File: config.mk
export PLATFORM = sky130hd
export DESIGN_NAME = i2s_tx
export DESIGN_NICKNAME = d
export VERILOG_FILES = /design/src/rtl/i2s_pkg.sv /design/src/rtl/i2s_tx_fifo.sv /design/src/rtl/i2s_tx.sv
export SDC_FILE = /design/constraint.sdc
export NUM_CORES = 1
export LEC_CHECK = 0
export ABC_CLOCK_PERIOD_IN_PS = 6800
export CAP_MARGIN = 20
export CORE_ASPECT_RATIO = 0.6
export CORE_MARGIN = 2
export CORE_UTILIZATION = 50
export DETAILED_ROUTE_END_ITERATION = 6
export PLACE_DENSITY = 0.79
export SLEW_MARGIN = 20
export SYNTH_ARGS = -nofsm -noshare
export SYNTH_HDL_FRONTEND = slang
export SYNTH_SLANG_ARGS = --single-unit
File: constraint.sdc
create_clock -name bck -period 6.8 [get_ports bck]
set_input_delay 1.02 -clock bck [delete_from_list [all_inputs] [get_ports bck]]
set_output_delay 1.02 -clock bck [all_outputs]
set_load 0.01 [all_outputs]
File: src/rtl/i2s_pkg.sv
// Shared I2S definitions: default sample/slot widths, frame length and the stereo pair type.
// Used by i2s_tx (optional underrun counter enabled by macro I2S_TX_UNDERRUN_CNT_EN).
package i2s_pkg;

  localparam int DATA_W_DEF    = 24;
  localparam int SLOT_W_DEF    = 32;
  localparam int FRAME_LEN_DEF = 2 * SLOT_W_DEF;

  typedef struct packed {
    logic [DATA_W_DEF-1:0] left;
    logic [DATA_W_DEF-1:0] right;
  } pair_t;

endpackage

File: src/rtl/i2s_tx_fifo.sv
// Two-entry FIFO holding stereo pairs waiting for the next I2S frame load.
// Pushes are ignored when full and pops are ignored when empty.
module i2s_tx_fifo #(
  parameter int W = 48
) (
  input  logic         clk_i,
  input  logic         rst_i,
  input  logic         push_i,
  input  logic [W-1:0] data_i,
  input  logic         pop_i,
  output logic [W-1:0] data_o,
  output logic         full_o,
  output logic         empty_o
);

  logic [W-1:0] mem_q [2];
  logic         wrPtr_q, rdPtr_q;
  logic [1:0]   count_q, count_d;
  logic         pushOk, popOk;

  assign full_o  = (count_q == 2'd2);
  assign empty_o = (count_q == 2'd0);
  assign data_o  = mem_q[rdPtr_q];
  assign pushOk  = push_i && !full_o;
  assign popOk   = pop_i && !empty_o;

  // Simultaneous push and pop keeps the occupancy but still advances both pointers.
  always_comb begin
    count_d = count_q;
    if (pushOk && !popOk) begin
      count_d = count_q + 2'd1;
    end else if (popOk && !pushOk) begin
      count_d = count_q - 2'd1;
    end
  end

  always_ff @(posedge clk_i or posedge rst_i) begin
    if (rst_i) begin
      mem_q[0] <= '0;
      mem_q[1] <= '0;
      wrPtr_q  <= 1'b0;
      rdPtr_q  <= 1'b0;
      count_q  <= 2'd0;
    end else begin
      if (pushOk) begin
        mem_q[wrPtr_q] <= data_i;
        wrPtr_q        <= ~wrPtr_q;
      end
      if (popOk) begin
        rdPtr_q <= ~rdPtr_q;
      end
      count_q <= count_d;
    end
  end

endmodule

File: src/rtl/i2s_tx.sv
// I2S transmitter: frame counter, registered lrck/din with one-bit delay, 2-pair input buffer.
// Define I2S_TX_UNDERRUN_CNT_EN to add the saturating 16-bit underrun_cnt output.
module i2s_tx
  import i2s_pkg::*;
#(
  parameter int DATA_W = DATA_W_DEF,
  parameter int SLOT_W = SLOT_W_DEF
) (
  input  logic              bck,
  input  logic              rst,
  input  logic [DATA_W-1:0] l_din,
  input  logic [DATA_W-1:0] r_din,
  input  logic              in_valid,
  output logic              in_ready,
  output logic              lrck,
  output logic              din,
  output logic              underrun
`ifdef I2S_TX_UNDERRUN_CNT_EN
 ,output logic [15:0]       underrun_cnt
`endif
);

  localparam int FRAME_LEN = 2 * SLOT_W;
  localparam int CW        = $clog2(FRAME_LEN);
  localparam logic [CW-1:0] CNT_LAST = CW'(FRAME_LEN - 1);
  localparam logic [CW-1:0] L_FIRST  = CW'(1);
  localparam logic [CW-1:0] L_LAST   = CW'(DATA_W);
  localparam logic [CW-1:0] R_START  = CW'(SLOT_W);
  localparam logic [CW-1:0] R_FIRST  = CW'(SLOT_W + 1);
  localparam logic [CW-1:0] R_LAST   = CW'(SLOT_W + DATA_W);

  logic [CW-1:0]       cnt_q, cnt_d;
  logic [DATA_W-1:0]   lsh_q, lsh_d, rsh_q, rsh_d;
  logic                lrck_q, lrck_d, din_q, din_d;
  logic                active_q;
  logic                frameLoad, fifoFull, fifoEmpty;
  logic [2*DATA_W-1:0] fifoHead;

  i2s_tx_fifo #(.W(2 * DATA_W)) u_fifo (
    .clk_i   (bck),
    .rst_i   (rst),
    .push_i  (in_valid && in_ready),
    .data_i  ({l_din, r_din}),
    .pop_i   (frameLoad),
    .data_o  (fifoHead),
    .full_o  (fifoFull),
    .empty_o (fifoEmpty)
  );

  assign frameLoad = (cnt_q == CNT_LAST);
  assign underrun  = frameLoad && fifoEmpty;
  assign in_ready  = active_q && !fifoFull;
  assign lrck      = lrck_q;
  assign din       = din_q;

  // Outputs are computed for the next count so the registered din/lrck line up with cnt_q.
  always_comb begin
    cnt_d  = frameLoad ? '0 : cnt_q + 1'b1;
    lsh_d  = lsh_q;
    rsh_d  = rsh_q;
    din_d  = 1'b0;
    lrck_d = (cnt_d >= R_START);
    if (frameLoad) begin
      lsh_d = fifoEmpty ? '0 : fifoHead[2*DATA_W-1:DATA_W];
      rsh_d = fifoEmpty ? '0 : fifoHead[DATA_W-1:0];
    end else if (cnt_d >= L_FIRST && cnt_d <= L_LAST) begin
      din_d = lsh_q[DATA_W-1];
      lsh_d = {lsh_q[DATA_W-2:0], 1'b0};
    end else if (cnt_d >= R_FIRST && cnt_d <= R_LAST) begin
      din_d = rsh_q[DATA_W-1];
      rsh_d = {rsh_q[DATA_W-2:0], 1'b0};
    end
  end

  always_ff @(posedge bck or posedge rst) begin
    if (rst) begin
      cnt_q    <= '0;
      lsh_q    <= '0;
      rsh_q    <= '0;
      lrck_q   <= 1'b0;
      din_q    <= 1'b0;
      active_q <= 1'b0;
    end else begin
      cnt_q    <= cnt_d;
      lsh_q    <= lsh_d;
      rsh_q    <= rsh_d;
      lrck_q   <= lrck_d;
      din_q    <= din_d;
      active_q <= 1'b1;
    end
  end

`ifdef I2S_TX_UNDERRUN_CNT_EN
  logic [15:0] ucnt_q, ucnt_d;

  always_comb begin
    ucnt_d = ucnt_q;
    if (underrun && ucnt_q != 16'hFFFF) begin
      ucnt_d = ucnt_q + 16'd1;
    end
  end

  always_ff @(posedge bck or posedge rst) begin
    if (rst) begin
      ucnt_q <= 16'd0;
    end else begin
      ucnt_q <= ucnt_d;
    end
  end

  assign underrun_cnt = ucnt_q;
`endif

endmodule

==> results.toml, run 1 <==
[timing]
fin_crit_ns = 3.74
worst_hold_slack_ns = 0.504
tns_ns = 0
skew_ns = 0.0137
period_share_pct = 55.0
setup_viol = 0
fmax_mhz = 267
drv_slew = 0
max-slew-margin-rel_pct = 25.6
finalHoldViolations = 0
worst_slew_pin_slew_ns = 1.12
rsz0062_at_grt = "no"

[worst_setup_path]
crit_fanout = 20
path_cells = "ha_1 -> nand3_2 -> nor3_1 -> clkdlybuf4s50_1"
startpoint_type = "flop"
crit_slowest_cell = "clkdlybuf4s50_1"
crit_path_end_kind = "output port"
cp.required_ns = 5.78
cp.depth = 4
arrival_ns = 2.72
max_stage_delay_ns = 0.58
worst-path-buf-inv = 1
ff2ff_path_depth = 5
worstSetupPathType = "flop to output port"
worst_path_dominant_cell_family = "simple AND/OR/NAND/NOR gates"

[synthesis]
yosys_warnings = 0
netlist.area_leader.share_pct = 54.7
synth_area_um2 = 7180
synth_top_cell_by_area = "dfrtp_1"
synthTopCellsByArea = "dfrtp_1 (55%), mux2_2 (19%), mux2i_1 (6.7%)"
synth_fp_nets = 598
syn_inst = 544
ys_types = 45
ys_seq_elements = 157
synthFlopType = "dfrtp_1"
ys_seq_area_share_pct = 54.7
async_reset_ff_share_pct = 100
synth-edff-count = 0
syn_avg_cell_area_um2 = 13.2

[placement]
gp_congestion = 0.820
dp_hpwl_um = 8510
place.port_buffers = 54

[clock_tree]
cts_buffers = 17
clock_path_buffers = 2
post_cts_buffers = 0
clockRootBuffer = "clkbuf_16"
htreeDepth = 4
ctsHoldBuffers = 0
path_clk_slew_ns = 0.06
cts_sinks = 157
tritoncts = "yes"
cts_resized = 0
clk_latency_ns = 0.42

[die]
rows = 33
die_area_um2 = 15400
core_area_um2 = 13800
pin_count = 55
initial_core_util_pct = 51.9
die_h_um = 96.8
fp.dieW_um = 159

[layout]
finalNetCount = 643
syn2layout_area_growth_pct = 18.4
seq_area_um2 = 3930
fill_cells = 1043
diodes = 0
multi_input_area_um2 = 3050
drive_gt1_share_pct = 33.1

[job]
cap_violations = 0

[detailed_routing]
via_per_inst = 5.44
drt-initial-drc-count = 306
drt-met1-wl_um = 6960
routed_wl_um = 14200
post-route-drc-count = 0
wl_met2_um = 6630
dr.pass1.iters = 4
top_layer = "met4"
post_drt_wl_per_cell_um = 17.9
wl_met3_um = 487
ant_nets = 0
vias = 4320

[global_route]
first_global_vias = 4590
grt_max_degree = 94
grt.total_usage_pct = 19.1
grt_pass1_wl_um = 23300
antenna_found_initial = 0
overflow = 0

[run_status]
outcome = "complete, no violations"

[min_path]
hold_class = "flop to flop"
hold_depth = 1

[pwr]
p_leak_nw = 3.58
pwr_density_cell_nw_per_um2 = 347
peakVddDrop_v = 0.000212
power_mw = 2.95
cells in the mapped netlist, types with 3 or more instances:
| library cell | n |
|---|---|
| buf_2 | 7 |
| buf_6 | 5 |
| clkbuf_1 | 17 |
| dfrtp_1 | 157 |
| ha_1 | 3 |
| inv_1 | 9 |
| mux2_2 | 121 |
| mux2_4 | 20 |
| mux2i_1 | 48 |
| nand2_1 | 54 |
| nand3_1 | 3 |
| nor2_1 | 3 |
| o21ai_0 | 51 |
| o22ai_1 | 3 |
| xnor2_1 | 3 |
| xor2_1 | 6 |
logic make-up after synthesis:
family | count (synthesis) | share of synthesized area [%]
compound gates | 67 | 5.80
xor+xnor | 9 | 1.10
fa+ha+maj | 3 | 0.523
buf+inv | 44 | 3.19
flops | 157 | 54.7
mux | 191 | 30.2
other cells | 1 | 0.0522
simple gates | 72 | 4.49
sequential cells by signal (all words and copies together), names as in the netlist:
name and flops:
active_q 1, cnt_q 6, din 1, lrck 1, lsh_q 24, rsh_q 24, u_fifo.count_q 2, u_fifo.mem_q 96
u_fifo.rdPtr_q 1, u_fifo.wrPtr_q 1
cells in the final DEF, fill, tap and decap left out, drive strengths merged, types with 2 or more instances in the layout:
cell / Yosys / layout
nor2: 4 / 4
mux2: 143 / 143
o21ai: 52 / 52
and3: 2 / 2
clkdlybuf4s50: 0 / 54
xor2: 6 / 6
nand2: 54 / 54
clkinv: 0 / 2
clkinvlp: 0 / 2
bufinv: 0 / 3
nand3: 3 / 3
inv: 10 / 18
mux2i: 48 / 48
and2: 2 / 2
a31oi: 3 / 3
buf: 16 / 6
ha: 3 / 3
xnor2: 3 / 3
clkbuf: 18 / 17
dfrtp: 157 / 157
o22ai: 3 / 3
worst paths after layout:
path / start / slack (ns) / end
worst min register to register: u_fifo.wrPtr_q$_DFFE_PP0P_ / 0.50 / u_fifo.wrPtr_q$_DFFE_PP0P_
worst max register to register: cnt_q[0]$_DFF_PP0_ / 3.57 / lsh_q[22]$_DFFE_PP0P_
max in group asynchronous: rst / 4.28 / u_fifo.rdPtr_q$_DFFE_PP0P_
min in group asynchronous: rst / 1.12 / u_fifo.mem_q[81]$_DFFE_PP0P_
worst min-delay path: u_fifo.wrPtr_q$_DFFE_PP0P_ / 0.50 / u_fifo.wrPtr_q$_DFFE_PP0P_
worst max-delay path: cnt_q[0]$_DFF_PP0_ / 3.06 / underrun
final cells by class:
cell class	instances	area share [%]
Sequential cell	157	46.2
Multi-Input combinational cell	343	35.8
Timing Repair Buffer	60	7.35
Clock buffer	17	5.00
Tap cell	192	2.82
Clock inverter	15	2.32
Inverter	10	0.500
metrics by stage:
stage | instance area, um^2 | std cells | util, % | worst slack [ns]
6_report | 8510 | 794 | 61.5 | 3.06
3_3_place_gp | 7830 | 760 | 56.6 | 3.06
5_1_grt | 8510 | 794 | 61.5 | 2.91
4_1_cts | 8450 | 792 | 61.1 | 2.48
2_1_floorplan | 7180 | 544 | - | 1.55
3_5_place_dp | 7830 | 760 | 56.6 | 2.95
report_power, final:
part / internal, mW / leakage [nW] / switching (mW)
sequential: 1.23 / 1.97 / 0.158
clock: 0.591 / 0.300 / 0.410
combinational: 0.345 / 1.32 / 0.212
layer usage:
layer | vias up | global-route usage (%)
met2 | 87 | 30.7
met1 | 2217 | 26.1
met3 | 11 | 4.20
met4 | 0 | 5.86
li1 | 2005 | -
met5 | - | 0
(Power assumes the default switching activity.)
==> run 2: changes to the inputs <==
--- a/config.mk
+++ b/config.mk
@@ -5,13 +5,13 @@
 export SDC_FILE = /design/constraint.sdc
 export NUM_CORES = 1
 export LEC_CHECK = 0
-export ABC_CLOCK_PERIOD_IN_PS = 6800
+export ABC_CLOCK_PERIOD_IN_PS = 3400
 export CAP_MARGIN = 20
 export CORE_ASPECT_RATIO = 0.6
 export CORE_MARGIN = 2
 export CORE_UTILIZATION = 50
 export DETAILED_ROUTE_END_ITERATION = 6
-export PLACE_DENSITY = 0.79
+export PLACE_DENSITY = 0.82
 export SLEW_MARGIN = 20
 export SYNTH_ARGS = -nofsm -noshare
 export SYNTH_HDL_FRONTEND = slang
==> constraint.sdc (replaced) <==
create_clock -name bck -period 3.4 [get_ports bck]
set_input_delay 0.51 -clock bck [delete_from_list [all_inputs] [get_ports bck]]
set_output_delay 0.51 -clock bck [all_outputs]
set_load 0.01 [all_outputs]
==> run 2 against run 1 <==
Final cell count grew 0.50%. Core utilization decreased by 0.22 points. Clock skew decreased by 0.0020 ns. Power is 94% higher. Via count shrank 0.97%. Wire length shrank 1.7%. Critical endpoint unchanged.
==> results.toml, run 2 (synthesis gave the netlist of run 1 again) <==
[run_status]
outcome = "complete, no violations"

[worst_setup_path]
r2r_end = "lsh_q[2]$_DFFE_PP0P_"
r2r_slack_ns = 0.51
path_cells = "ha_1 -> nand3_2 -> nor3_1 -> clkdlybuf4s50_1"
cp.required_ns = 2.89
crit_path_end_kind = "output port"
arrival_ns = 2.63
max_stage_delay_ns = 0.57
crit_path_end = "underrun"
crit_start = "cnt_q[0]$_DFF_PP0_"
crit_slowest_cell = "clkdlybuf4s50_1"
r2r-start = "cnt_q[0]$_DFF_PP0_"
worstSetupPathType = "flop to output port"
ff2ff_path_depth = 8
crit_fanout = 18
startpoint_type = "flop"

[placement]
dp_hpwl_um = 8730
place.port_buffers = 54
gp_congestion = 0.773

[timing]
rsz0062_at_grt = "no"
period_share_pct = 92.4
skew_ns = 0.0117
worst_slew_pin_slew_ns = 0.887
max-slew-margin-rel_pct = 40.9
setup_viol = 0
drv_slew = 0
tns_ns = 0
fmax_mhz = 318
fin_crit_ns = 3.14
finalHoldViolations = 0

[die]
pin_count = 55
die_area_um2 = 15400
initial_core_util_pct = 51.9
fp.dieW_um = 159
rows = 33
core_area_um2 = 13800
die_h_um = 96.8

[layout]
largest-register = "u_fifo.mem_q"
finalNetCount = 647
reg.largest.list = "u_fifo.mem_q (96), lsh_q (24), rsh_q (24)"
drive_gt1_share_pct = 32.7
final_common_cell = "dfrtp_1"
fill_cells = 1011
syn2layout_area_growth_pct = 18.0
final_cell_mix = "dfrtp_1 (156), mux2_2 (121), clkdlybuf4s50_1 (54), nand2_1 (53), o21ai_0 (50)"
diodes = 0
largest_register_ff_count = 96

[clock_tree]
post_cts_buffers = 0
cts_sinks = 157
ctsHoldBuffers = 0
clock_path_buffers = 2
htreeDepth = 4
clockRootBuffer = "clkbuf_16"
path_clk_slew_ns = 0.06
clk_latency_ns = 0.42
cts_buffers = 17
tritoncts = "yes"
cts_resized = 0

[global_route]
antenna_found_initial = 0
first_global_vias = 4644
grt_max_degree = 81
grt.total_usage_pct = 19.3
grt_pass1_wl_um = 23800
overflow = 0

[min_path]
hold_class = "flop to flop"

[detailed_routing]
post-route-drc-count = 0
via_per_inst = 5.36
vias = 4278
post_drt_wl_per_cell_um = 17.5
dr.pass1.iters = 4
routed_wl_um = 14000
ant_nets = 0
drt-initial-drc-count = 229

[job]
cap_violations = 0

[pwr]
power_mw = 5.73
p_leak_nw = 3.56
pwr_density_cell_nw_per_um2 = 676
peakVddDrop_v = 0.000366
## run 2: worst min-delay path by stage
stage | to | start | cells past startpoint
CTS | rsh_q[16]$_DFFE_PP0P_ | rsh_q[16]$_DFFE_PP0P_ | 1
finish | rsh_q[16]$_DFFE_PP0P_ | rsh_q[16]$_DFFE_PP0P_ | 1
floorplan | u_fifo.wrPtr_q$_DFFE_PP0P_ | u_fifo.wrPtr_q$_DFFE_PP0P_ | 1
global route | u_fifo.mem_q[15]$_DFFE_PP0P_ | u_fifo.mem_q[15]$_DFFE_PP0P_ | 1
detailed placement | rsh_q[16]$_DFFE_PP0P_ | rsh_q[16]$_DFFE_PP0P_ | 1
global placement | rsh_q[0]$_DFFE_PP0P_ | rsh_q[0]$_DFFE_PP0P_ | 1
## run 2: area by class of cell
cell class	instances	area, um^2	area share [%]
inverters	10	41.3	0.487
clock inverters	10	115	1.36
repair buffers	64	661	7.79
flip-flops and latches	157	3930	46.4
well taps	192	240	2.83
clock buffers	22	444	5.24
multi-input cells	343	3050	35.9
## run 2: worst max-delay path, delay by kind of cell (launching register included)
kind	cells	cell delay, ns
adder cells (fa/ha/maj)	1	0.45
AND/OR/NAND/NOR	2	0.73
flip-flops	1	0.45
buffers and inverters	1	0.57
## run 2: stage by stage
| stage | util (%) | cell area, um^2 | worst slack [ns] | instances | hold WS (ns) |
|---|---|---|---|---|---|
| finish | 61.3 | 8480 | 0.258 | 798 | 0.497 |
| global route | 61.3 | 8480 | 0.139 | 798 | 0.514 |
| CTS | 61.1 | 8450 | 0.262 | 797 | 0.496 |
| detailed placement | 57.1 | 7890 | 0.576 | 765 | 0.481 |
| global placement | 57.1 | 7890 | 0.688 | 765 | 0.473 |
| floorplan | - | 7190 | 0.903 | 544 | 0.454 |
## run 2: power by group
part | leakage, nW | internal [mW] | total, mW | switching (mW)
Clock | 0.264 | 1.08 | 1.82 | 0.745
Sequential | 1.97 | 2.47 | 2.79 | 0.321
Combinational | 1.33 | 0.695 | 1.11 | 0.419
Total | 3.56 | 4.25 | 5.73 | 1.48
## run 2: per-layer routing
metal	up-vias	GRT usage, %	wire length (um)
li1	2009	-	-
met5	-	0	0
met3	13	3.90	509
met4	0	6.21	126
met1	2171	27.4	6850
met2	85	30.1	6470
